===== config.mk =====
export PLATFORM = sky130hd
export DESIGN_NAME = sort_mem_host
export DESIGN_NICKNAME = d
export VERILOG_FILES = /design/src/rtl/sort_mem_host.sv
export SDC_FILE = /design/constraint.sdc
export NUM_CORES = 1
export LEC_CHECK = 0
export ABC_AREA = 1
export CORE_MARGIN = 10
export CORE_UTILIZATION = 45
export DETAILED_ROUTE_END_ITERATION = 10
export HOLD_SLACK_MARGIN = 0.12
export PLACE_DENSITY = 0.65
export SETUP_SLACK_MARGIN = 0.3
export SLEW_MARGIN = 20
export SYNTH_ARGS = -nofsm -noshare
export SYNTH_HDL_FRONTEND = slang
export SYNTH_SLANG_ARGS = --single-unit

===== constraint.sdc =====
create_clock -name clk -period 1.65 [get_ports clk]
set_input_delay 0.2475 -clock clk [delete_from_list [all_inputs] [get_ports clk]]
set_output_delay 0.2475 -clock clk [all_outputs]
set_load 0.05 [all_outputs]

===== src/rtl/sort_mem_host.sv =====
// sort_mem_host: data memory and host bridge for the bubble-sort engine.
// The host streams DEPTH words in, the sorter gets a one-cycle start pulse
// and works directly on the memory, and the sorted words are then streamed
// back out to the host.
//
// state     | meaning
// ----------+-----------------------------------------------------
// LOAD      | accept host words into mem[ptr]; sorter port ignored
// KICK      | sort_start high for this single cycle
// WAIT_BUSY | wait for the sorter to drop sort_done
// WAIT_DONE | sorter owns memory until sort_done returns high
// DUMP      | present mem[ptr] to the host, advance on handshake
module sort_mem_host #(
  parameter int DEPTH = 8,
  parameter int AW    = 3,
  parameter int DW    = 8
) (
  input  logic          clk,
  input  logic          rst,
  input  logic          read_mem,
  input  logic          write_mem,
  input  logic [AW-1:0] addr,
  input  logic [DW-1:0] wdata,
  output logic [DW-1:0] rdata,
  output logic          sort_start,
  input  logic          sort_done,
  input  logic          in_valid,
  input  logic [DW-1:0] in_data,
  output logic          in_ready,
  output logic          out_valid,
  output logic [DW-1:0] out_data,
  input  logic          out_ready,
  output logic          busy
);

  typedef enum logic [2:0] {
    LOAD      = 3'd0,
    KICK      = 3'd1,
    WAIT_BUSY = 3'd2,
    WAIT_DONE = 3'd3,
    DUMP      = 3'd4
  } state_t;

  state_t        state, state_next;
  logic [AW-1:0] ptr;
  logic [DW-1:0] mem [DEPTH];

  logic          load_fire, dump_fire, ptr_last, sorter_owns;
  logic          mem_we;
  logic [AW-1:0] mem_waddr;
  logic [DW-1:0] mem_wdata;

  // Reads are purely combinational from addr, so the read strobe carries
  // no information the memory needs.
  logic          read_unused;
  assign read_unused = read_mem;

  assign load_fire   = (state == LOAD) && in_valid;
  assign dump_fire   = (state == DUMP) && out_ready;
  assign ptr_last    = (ptr == AW'(DEPTH - 1));
  assign sorter_owns = (state == WAIT_BUSY) || (state == WAIT_DONE);

  assign in_ready  = (state == LOAD);
  assign out_valid = (state == DUMP);
  assign busy      = (state != LOAD);
  assign rdata     = mem[addr];
  assign out_data  = mem[ptr];

  // Next-state logic; KICK always lasts exactly one cycle.
  always_comb begin
    state_next = state;
    case (state)
      LOAD:      if (load_fire && ptr_last) state_next = KICK;
      KICK:      state_next = WAIT_BUSY;
      WAIT_BUSY: if (!sort_done) state_next = WAIT_DONE;
      WAIT_DONE: if (sort_done) state_next = DUMP;
      DUMP:      if (dump_fire && ptr_last) state_next = LOAD;
      default:   state_next = LOAD;
    endcase
  end

  // Single memory write port, shared between host load and sorter.
  always_comb begin
    mem_we    = 1'b0;
    mem_waddr = addr;
    mem_wdata = wdata;
    if (load_fire) begin
      mem_we    = 1'b1;
      mem_waddr = ptr;
      mem_wdata = in_data;
    end else if (sorter_owns && write_mem) begin
      mem_we = 1'b1;
    end
  end

  // State register; sort_start is registered off the upcoming state.
  always_ff @(posedge clk or negedge rst) begin
    if (!rst) begin
      state      <= LOAD;
      sort_start <= 1'b0;
    end else begin
      state      <= state_next;
      sort_start <= (state_next == KICK);
    end
  end

  // Word pointer shared by load and dump; wraps naturally at DEPTH.
  always_ff @(posedge clk or negedge rst) begin
    if (!rst) begin
      ptr <= '0;
    end else if (load_fire || dump_fire) begin
      ptr <= ptr + 1'b1;
    end else if ((state == WAIT_DONE) && sort_done) begin
      ptr <= '0;
    end
  end

  // Data memory; cleared on reset so a discarded sort leaves nothing behind.
  always_ff @(posedge clk or negedge rst) begin
    if (!rst) begin
      for (int i = 0; i < DEPTH; i++) mem[i] <= '0;
    end else if (mem_we) begin
      mem[mem_waddr] <= mem_wdata;
    end
  end

endmodule


==> metrics.md <==
| Metric | Value |
|---|---|
| Via count | `between 5000 and 6000` |
| Crit-path slowest cell | `dfrtp_2` |
| Worst path max stage delay | `between 0.5 and 0.6 ns` |
| Post-route setup slack | `-0.4735 ns` |
| Status | `complete, but fails checks` |
| CTS Buf Count | `9` |
| Finished Cell Area | `roughly 7900 um2` |
| WL final | `about 22000 um` |
| Antenna cells | `0` |
| Power density cells | `between 2000 and 2500 nW/um2` |
| Max VDD drop | `1.135 mV` |
| Slew Limit Fails | `0` |
| Yosys warnings | `0` |
| Root Buffer | `clkbuf_8` |
| Core area | `9328 um2` |
| Vias per Instance | `roughly 6.4` |
| Buffers on Ports | `44` |
| Chip width | `about 120 um` |
| Final setup viols | `between 80 and 90` |
| Hold/Removal Path Class | `input pin to async pin` |
| Routability cong. | `a little over 0.9` |
| CP Class | `flip-flop to output port` |
| Clock Skews | `between 0.01 and 0.015 ns` |
| Syn_area_per_cell | `a little over 7 um2` |
| Highest net fanout along the worst path | `6` |
| Gr ovfl total | `0` |
| Worst setup EP type | `output port` |
| DRC viols | `0` |
| Max_slew headroom | `a little under three quarters` |
| Clk sinks | `71` |
| Nature of the critical path startpoint | `flip-flop` |
| RSZ-0062 raised after global routing | `true` |
| Gate Count Post-Synth | `just over 600` |
| CP Cell Sequence | `clkbuf_16 > a21oi_1 > o21ai_0 > o21ai_1 > nand2_1 > nand2_4 > buf_8` |
| Post-Syn Area | `4339 um2` |
| Register area share after synthesis | `approximately two fifths` |
| Post-placement cell area | `about 6000 um2` |
| H-tree level count | `3` |
| Final Hold Viols | `0` |
| # rows | `35` |
| Chip Height | `118.2 um` |
| Max Cap Viol | `0` |
| DRT iter0 DRCs | `a little under 900` |
| Worst EP required | `1.40 ns` |
| Vias in the first global route | `5313` |
| Starting density of the core | `between 40% and 50%` |
| First-pass GRT wire length | `about 30000 um` |
| Total track usage | `25.79%` |
| Layout cells sized above 1 | `a little over half` |
| Fin crit share | `128.7%` |
| Seq cells post-synth | `71` |
| Static leakage | `roughly 3.5 nW` |
| Post-synthesis net count | `644` |
| Post-synth cell types | `23` |
| Final core occ | `a little over four fifths` |
| Hold Slack | `0.3941 ns` |
| Peak Freq | `~470 MHz` |
| CP arrival | `between 1.5 and 2 ns` |
| # nets final | `between 700 and 800` |
| I/O pins | `46` |
| Die ar. | `between 10000 and 15000 um2` |
| Fin crit period | `roughly 2.1 ns` |
| Hpwl dp | `about 11000 um` |
| Clock Pin Slew Worst Setup and Hold Paths | `around 0.09 ns` |
| Pin count of the biggest net entering global routing | `72` |
| Post-route ant nets | `0` |
| Avg WL per Cell | `roughly 24 um` |
| Worst-case clock buffer depth | `2` |
| Pre-antenna DRT Iters | `8` |
| Cell family with most CP delay | `flip-flops` |
| Failing checks | `negative setup slack` |
| CTS tree | `built` |
| Slew @ Worst Pin | `about 0.42 ns` |
| Clock latency on the worst-skew pair | `~0.38 ns` |
| Area Growth Syn to Fin | `80.91%` |
| Bufs and invs on worst path | `2` |
| Initial antenna violation count | `0` |
power breakdown:
part | internal, mW | leakage [nW] | switching [mW]
sequential | 2.50 | 0.897 | 0.960
clock | 0.902 | 0.109 | 0.835
combinational | 4.81 | 2.46 | 6.35
worst register-to-register path, stage by stage, from the launching register on:
cell     delay [ns]
dfrtp_1        0.42
nor2_4         0.16
buf_6          0.12
nand3_4        0.13
buf_6          0.17
nand2_4        0.07
nand2_8        0.08
nor2_8         0.26
buf_6          0.18
nand3_1        0.10
nand2_1        0.09
repair_timing:
action	4_1_cts	5_1_grt
resized for setup	210	112
buffers inserted	29	16
cloned	10	2
endpoints found under the hold margin	71	0
hold buffers	1	0
pin swaps	75	66
endpoints found under the setup margin	83	87
placed cells by master, fill, tap and decap left out, types with 9 or more instances in the layout:
cell type,instances
a21oi_1,13
a21oi_2,18
buf_12,37
buf_4,41
buf_6,34
buf_8,13
clkbuf_8,10
clkdlybuf4s50_1,21
dfrtp_1,70
inv_1,12
inv_2,20
nand2_1,91
nand2_2,69
nand2_4,46
nand2_8,9
nand3_2,52
nor2_1,33
o21ai_0,29
o21ai_1,62
cell families after synthesis:
group / after synthesis / synth area share [%]
buffers and inverters: 71 / 7.122
and+or+nand+nor: 332 / 34.49
AOI/OAI and AO/OA: 140 / 16.87
adders and majority gates: 2 / 0.5766
DFF: 71 / 40.95
registers in the layout (all words and copies together), names as in the netlist:
signal,count
state,3
ptr,3
sort_start,1
mem,64
metrics by stage:
stage / worst slack, ns / power, mW / std cells / setup TNS (ns)
floorplan: 0.1335 / 7.918 / 616 / 0
global placement: -0.3924 / 10.29 / 811 / -19.73
detailed placement: -0.4201 / 10.42 / 811 / -20.25
CTS: -0.3520 / 14.44 / 867 / -6.668
global route: -0.5587 / 16.83 / 885 / -18.86
finish: -0.4735 / 16.35 / 885 / -13.79
cells in the mapped netlist (all sizes together):
cell type | number | area, um2
o22ai | 1 | 6.260
dfrtp | 71 | 1777
clkbuf | 19 | 72.56
inv | 35 | 131.4
nand2 | 215 | 837.1
a21oi | 32 | 160.2
nand3 | 67 | 347.8
and3 | 1 | 6.260
nor2 | 42 | 262.8
buf | 17 | 105.1
o21ai | 107 | 565.6
nor3 | 1 | 5.000
nand4 | 6 | 37.54
ha | 2 | 25.02
path summary, 6_finish.rpt:
kind                                          start  slack, ns  depth (start not counted)                   to
worst min-delay path                            rst       0.39                          3   state[1]$_DFF_PN0_
worst max-delay path             ptr[0]$_DFFE_PN0P_      -0.47                          7          out_data[7]
max in group asynchronous                       rst       0.89                          3  mem[52]$_DFFE_PN0P_
worst min register to register  mem[29]$_DFFE_PN0P_       0.51                          2  mem[29]$_DFFE_PN0P_
min in group clk                          sort_done       0.50                          2   state[0]$_DFF_PN0_
worst max register to register   state[0]$_DFF_PN0_      -0.22                         10  mem[43]$_DFFE_PN0P_
final cells by class:
type / count / area [um2]
multi-input combinational: 475 / 3425
timing repair buffer: 159 / 2117
sequential: 71 / 1778
fill: 478 / 1478
tap: 129 / 161.4
inverter: 35 / 138.9
clock buffer: 10 / 137.6
clock inverter: 6 / 92.59
per-layer routing:
layer,up-vias,part of all wire [%],track usage [%]
met1,2637,34,30.72
li1,2308,-,-
met4,0,8.6,14.37
met2,517,45,41.38
met5,-,0,0
met3,203,12,6.854
No activity file was read; power rests on OpenSTA's default activity.
